<file path="src/rtl/ex_mem_reg.sv">
// ----------------------------------------------------------------------------
// ex_mem_reg
//   Pipeline register between the execute stage and the memory-access stage.
//   Captures the EX results each cycle and presents them to MEM:
//     - GPR write-back information (destination, enable, data).
//     - HI/LO write information (values, enable).
//   Stalls, bubble insertion and flush are handled here.
//   The 64-bit partial product and the accumulate cycle count are held and
//   looped back to EX.  This lets two-cycle madd/msub operations survive
//   while EX is stalled.
//
// Ports
//   clk        rising-edge clock
//   rst        asynchronous, active-high reset (clears every output)
//   stall      stall request vector from the pipeline controller
//   flush      squash the EX->MEM transfer (exception/flush)
//   ex_wd      EX destination register address
//   ex_wreg    EX GPR write enable
//   ex_wdata   EX GPR write data
//   ex_hi      EX HI write value
//   ex_lo      EX LO write value
//   ex_whilo   EX HI/LO write enable
//   hilo_i     partial accumulate result from EX
//   cnt_i      accumulate cycle count from EX
//   mem_wd     registered destination address to MEM
//   mem_wreg   registered GPR write enable to MEM
//   mem_wdata  registered GPR write data to MEM
//   mem_hi     registered HI value to MEM
//   mem_lo     registered LO value to MEM
//   mem_whilo  registered HI/LO write enable to MEM
//   hilo_o     held partial accumulate result back to EX
//   cnt_o      held accumulate cycle count back to EX
// ----------------------------------------------------------------------------
module ex_mem_reg #(
    parameter int DATA_W        = 32,
    parameter int ADDR_W        = 5,
    parameter int STALL_W       = 6,
    parameter int EX_STALL_BIT  = 3,
    parameter int MEM_STALL_BIT = 4
) (
    input  logic                  clk,
    input  logic                  rst,
    input  logic [STALL_W-1:0]    stall,
    input  logic                  flush,
    input  logic [ADDR_W-1:0]     ex_wd,
    input  logic                  ex_wreg,
    input  logic [DATA_W-1:0]     ex_wdata,
    input  logic [DATA_W-1:0]     ex_hi,
    input  logic [DATA_W-1:0]     ex_lo,
    input  logic                  ex_whilo,
    input  logic [2*DATA_W-1:0]   hilo_i,
    input  logic [1:0]            cnt_i,
    output logic [ADDR_W-1:0]     mem_wd,
    output logic                  mem_wreg,
    output logic [DATA_W-1:0]     mem_wdata,
    output logic [DATA_W-1:0]     mem_hi,
    output logic [DATA_W-1:0]     mem_lo,
    output logic                  mem_whilo,
    output logic [2*DATA_W-1:0]   hilo_o,
    output logic [1:0]            cnt_o
);

    logic [ADDR_W-1:0]   mem_wd_q,    mem_wd_d;
    logic                mem_wreg_q,  mem_wreg_d;
    logic [DATA_W-1:0]   mem_wdata_q, mem_wdata_d;
    logic [DATA_W-1:0]   mem_hi_q,    mem_hi_d;
    logic [DATA_W-1:0]   mem_lo_q,    mem_lo_d;
    logic                mem_whilo_q, mem_whilo_d;
    logic [2*DATA_W-1:0] hilo_q,      hilo_d;
    logic [1:0]          cnt_q,       cnt_d;

    logic mem_stall;
    logic ex_stall;

    assign mem_stall = stall[MEM_STALL_BIT];
    assign ex_stall  = stall[EX_STALL_BIT];

    // Priority: flush > MEM stall (hold) > EX stall (bubble) > advance.
    // A MEM stall without an EX stall should never come from the controller.
    // If it does, the hold branch still wins, so the state is never corrupted.
    always_comb begin
        mem_wd_d    = mem_wd_q;
        mem_wreg_d  = mem_wreg_q;
        mem_wdata_d = mem_wdata_q;
        mem_hi_d    = mem_hi_q;
        mem_lo_d    = mem_lo_q;
        mem_whilo_d = mem_whilo_q;
        hilo_d      = hilo_q;
        cnt_d       = cnt_q;

        if (flush) begin
            mem_wd_d    = '0;
            mem_wreg_d  = 1'b0;
            mem_wdata_d = '0;
            mem_hi_d    = '0;
            mem_lo_d    = '0;
            mem_whilo_d = 1'b0;
            hilo_d      = '0;
            cnt_d       = '0;
        end else if (mem_stall) begin
            // hold everything
        end else if (ex_stall) begin
            // Bubble into MEM.  The multiply-accumulate state is kept
            // so EX can resume the second madd/msub cycle after the stall.
            mem_wd_d    = '0;
            mem_wreg_d  = 1'b0;
            mem_wdata_d = '0;
            mem_hi_d    = '0;
            mem_lo_d    = '0;
            mem_whilo_d = 1'b0;
            hilo_d      = hilo_i;
            cnt_d       = cnt_i;
        end else begin
            mem_wd_d    = ex_wd;
            mem_wreg_d  = ex_wreg;
            mem_wdata_d = ex_wdata;
            mem_hi_d    = ex_hi;
            mem_lo_d    = ex_lo;
            mem_whilo_d = ex_whilo;
            hilo_d      = '0;
            cnt_d       = '0;
        end
    end

    always_ff @(posedge clk or posedge rst) begin
        if (rst) begin
            mem_wd_q    <= '0;
            mem_wreg_q  <= 1'b0;
            mem_wdata_q <= '0;
            mem_hi_q    <= '0;
            mem_lo_q    <= '0;
            mem_whilo_q <= 1'b0;
            hilo_q      <= '0;
            cnt_q       <= '0;
        end else begin
            mem_wd_q    <= mem_wd_d;
            mem_wreg_q  <= mem_wreg_d;
            mem_wdata_q <= mem_wdata_d;
            mem_hi_q    <= mem_hi_d;
            mem_lo_q    <= mem_lo_d;
            mem_whilo_q <= mem_whilo_d;
            hilo_q      <= hilo_d;
            cnt_q       <= cnt_d;
        end
    end

    assign mem_wd    = mem_wd_q;
    assign mem_wreg  = mem_wreg_q;
    assign mem_wdata = mem_wdata_q;
    assign mem_hi    = mem_hi_q;
    assign mem_lo    = mem_lo_q;
    assign mem_whilo = mem_whilo_q;
    assign hilo_o    = hilo_q;
    assign cnt_o     = cnt_q;

endmodule

</file>
<file path="config.mk">
export PLATFORM = sky130hd
export DESIGN_NAME = ex_mem_reg
export DESIGN_NICKNAME = d
export VERILOG_FILES = /design/src/rtl/ex_mem_reg.sv
export SDC_FILE = /design/constraint.sdc
export NUM_CORES = 1
export LEC_CHECK = 0
export ABC_CLOCK_PERIOD_IN_PS = 6600
export CAP_MARGIN = 15
export CORE_AREA = 4 4 137 139
export DETAILED_ROUTE_END_ITERATION = 8
export DIE_AREA = 0 0 141 143
export GPL_TIMING_DRIVEN = 0
export HOLD_SLACK_MARGIN = 0.02
export PLACE_DENSITY_LB_ADDON = 0.08
export SYNTH_ARGS = -nofsm -noshare
export SYNTH_HDL_FRONTEND = slang
export SYNTH_SLANG_ARGS = --single-unit
</file>
<file path="constraint.sdc">
create_clock -name clk -period 6.6 [get_ports clk]
set_input_delay 0.99 -clock clk [delete_from_list [all_inputs] [get_ports clk]]
set_output_delay 0.99 -clock clk [all_outputs]
set_load 0.01 [all_outputs]
</file>
== After elaboration in Yosys (flattened, before gate mapping) ==
Index checks and enable logic that the tools add are counted.
Operators by class
  equal/unequal tests: 1
  muxes and demuxes: 24
Operator list (number)
  $mux 32: 9
  $mux 64: 3
  $mux 5: 3
  $mux 1: 6
  $mux 2: 3
  $ne 2x1->1 const B: 1
Word-level totals
  bits in registers: 169
  input bits: 178
  output and inout bits: 169
  logic and storage cells: 33

== Logic depth before layout (Yosys ltp) ==
  depth after elaboration: 3
  depth in mapped cells: 6
  depth with buffers taken out: 2

== Least setup slack after synthesis ==
Ideal clock, no wire load.
  path type: input to register
  start point: input flush
  end point: register cnt_q[0] (netlist: cnt_o[0])
  setup time: 0.122 ns
  arrival time: 1.773 ns
  required time: 6.478 ns
  path slack: 4.705 ns
  stages: 6
  buffers on the path: 4
  path through: buf_2 > nor2b_2 > buf_6 > buf_6 > buf_6 > a32o_1
Between the ends
  longest elaborated chain between the ends: 1
  elaborated cells on any way between the ends: 2
  those cells by class: 1 x eq/ne; 1 x mux
Ends and longest elaborated chain
  start, declared: RTL line 44  | input logic flush,
  $ne 2x1->1 (no line) or $mux 2 (tied branches)
  end signal, assigned: RTL line 143  | cnt_q <= cnt_d;
  end, declared: RTL line 70  | logic [1:0] cnt_q, cnt_d;
Parallel ways exist; a longest one is shown, timed or not.
A chain may end at the register's enable or synchronous reset.

== Worst setup path in the final report ==
  start point: register hilo_q[40] (netlist: hilo_o[40])
  end point: output hilo_o[40]
RTL lines
  start, declared: RTL line 69  | logic [2*DATA_W-1:0] hilo_q, hilo_d;
  start signal, assigned: RTL line 142  | hilo_q <= hilo_d;
  end, declared: RTL line 59  | output logic [2*DATA_W-1:0] hilo_o,
No word-level cell between the ends.

==> results.txt <==
status: complete, no violations
DRT Wirelength: 23.5 mm
Internal Pwr Total: 0.00191 W
worst reg2reg path depth: 1
final estimated routing congestion in global placement: 0.820
Die X-Extent: 141 µm
setup violators final: 0
Tightest Pin Transition: 0.544 ns
Leak: 4.67 nW
RSZ-0062 raised after global routing: false
Post-DRT Antenna Nets: 0
core area: 17700 µm²
WL/cell: 19.9 µm
Die H: 143 µm
max-slew violations: 0
PostCTS Resize Cnt: 0
Inserted Diodes: 0
number of fill cells in the layout: 1372
syn avg cell area: 12.1 µm²
post-synth design cell area: 6970 µm²
number of global-route vias before repair: 6645
wl on met1: 8.74 mm
Layout Skew: 0 ns
reg2reg start: hilo_o[1]
critical path depth in cells: 1
largest net degree at the start of global routing: 113
GRT overflow: 0
number of max-cap violations: 0
NetSw: 0.000561 W
#FFs+latches synth: 169
CP Max Fanout: 2
CP Launch Point: hilo_o[40]
Post-CTS Setup Inserts: 0
top sig layer: met4
Comb pwr share: 14.7%
Post-CTS Hold Buffers: 0
critical path's largest stage delay: 0.58 ns
max_slew headroom: 63.7%
met2 routed WL: 12.3 mm
Worst-Skew Late Latency: 0.42 ns
post-DP HPWL: 17.9 mm
DRC viols: 0
CTS tree: yes
WS Path Type: register to output pin
multi-input logic area: 2350 µm²
Clk pwr share: 41.0%
most frequent cells in the layout: clkdlybuf4s50_1, dfrtp_1, nand2_1
Fin Hold WS: 0.490 ns
Starting Density: 39.5%
startpoint types: register
nets: 1116
RR Endpoint: hilo_o[1]
Tightest Hold Check Type: register to register
Met3 Routed Length: 1.98 mm
part of the power in registers: 44.3%
drt initial violations: 228
htree depth: 4
FF+latch area: 4230 µm²
Final period util: 35.7%
clock transition at the registers of the reported paths: 0.06 ns
Setup TNS Final: 0 ns
first-pass GRT wire length: 36.1 mm
cell breakdown of the critical path: clkdlybuf4s50_1
register area share after synthesis: 60.7%
WP buf/inv: 1
vias per cell: 5.29
Layout Cells excl Fill: 1177
Synth Net Count: 756
share of cells above drive strength 1: 8.76%
CTS max path bufs: 2
CP endpoint kind: output pin
Sw Share: 22.7%
Worst path slowest cell: clkdlybuf4s50_1
most common cell after layout, fill and taps aside: clkdlybuf4s50_1
number of I/O port buffers: 340
Worst setup endpoint: hilo_o[40]
max frequency: 0.425 GHz
Top Ports: 347
R2R setup slack: 5.85 ns
Final min period: 2.35 ns
YS warnings: 0
Power Density: 219 nW/µm²
Crit path max-delay family: buffers and inverters
WP data required: 5.61 ns
Worst Hold Launch: hilo_o[34]
GRT Resource Usage Total: 23.2%
VDD IR max: 0.163 mV
clk root buf: clkbuf_16
1st-pass router iterations: 5
total CTS buffers: 17
antenna violations before repair: 0
area grow syn2layout: 62.1%
placed cell count: 1148
Hold Fails Final Rpt: 0
arrival time of the worst setup path: 1.36 ns
standard-cell rows: 49
number of distinct library cells after synthesis: 17
Die Area: 20200 µm²
Mapped Cells: 578
vias: 6231
clk sinks: 169
==> metal layers <==
metal	track usage (%)	vias up
li1	-	2859
met1	26.2	3070
met2	41.3	270
met3	8.51	32
met4	6.88	0
met5	0	-
==> worst min path at each step <==
stage                     slack (ns)             to  cells after the start
after floorplan                 0.53       cnt_o[0]                      1
after CTS                       0.49     hilo_o[23]                      1
final                           0.49     hilo_o[34]                      1
after global routing            0.50     hilo_o[33]                      1
after global placement          0.47  mem_wdata[16]                      1
after detailed placement        0.48     hilo_o[34]                      1
==> cells by family (layout without fill, tap and decap cells) <==
logic type	Yosys count	in the layout	share of synthesized area [%]
flip-flops	169	169	60.7
AND/OR/NAND/NOR	173	173	15.4
buffers and inverters	67	437	5.55
AO/OA/AOI/OAI	169	169	18.3
==> layout make-up <==
type / count / area share [%]
plain buffers: 65 / 3.36
well taps: 229 / 2.54
repair buffers: 341 / 30.4
flip-flops and latches: 169 / 37.4
clock buffers: 23 / 4.32
inverters: 2 / 0.133
clock inverters: 6 / 1.01
multi-input cells: 342 / 20.8
==> per-stage QoR <==
step	util [%]	total power (W)	worst slack, ns	instance area (µm²)
final	64.0	0.00247	4.25	11300
after global routing	64.0	0.00258	4.18	11300
after CTS	64.0	0.00250	4.20	11300
after detailed placement	60.6	0.00148	3.89	10700
after global placement	60.4	0.00147	-0.978	10700
after floorplan	-	0.00125	1.03	6970
==> sequential cells by signal, summed over array words and instances (netlist names) <==
name and flops:
mem_lo 32, mem_wreg 1, mem_whilo 1, mem_wd 5, mem_wdata 32, hilo_o 64, mem_hi 32, cnt_o 2
==> power groups by stage <==
stage	logic [W]	clock network [W]	registers [W]
after global routing	0.000391	0.00109	0.00110
after CTS	0.000368	0.00104	0.00110
after global placement	0.000354	0	0.00111
after floorplan	0.000120	0	0.00113
after detailed placement	0.000366	0	0.00111
final	0.000363	0.00101	0.00110
==> Yosys cell counts, drive strengths merged <==
library cell,number,share of area [%]
clkbuf,12,0.65
nand2,85,4.6
inv,2,0.11
buf,53,4.8
nand3b,7,0.75
nor2,1,0.090
or3b,78,9.8
dfrtp,169,61
a21oi,85,6.3
a32o,84,12
nor2b,2,0.22
No activity file was read; power rests on OpenSTA's default activity.
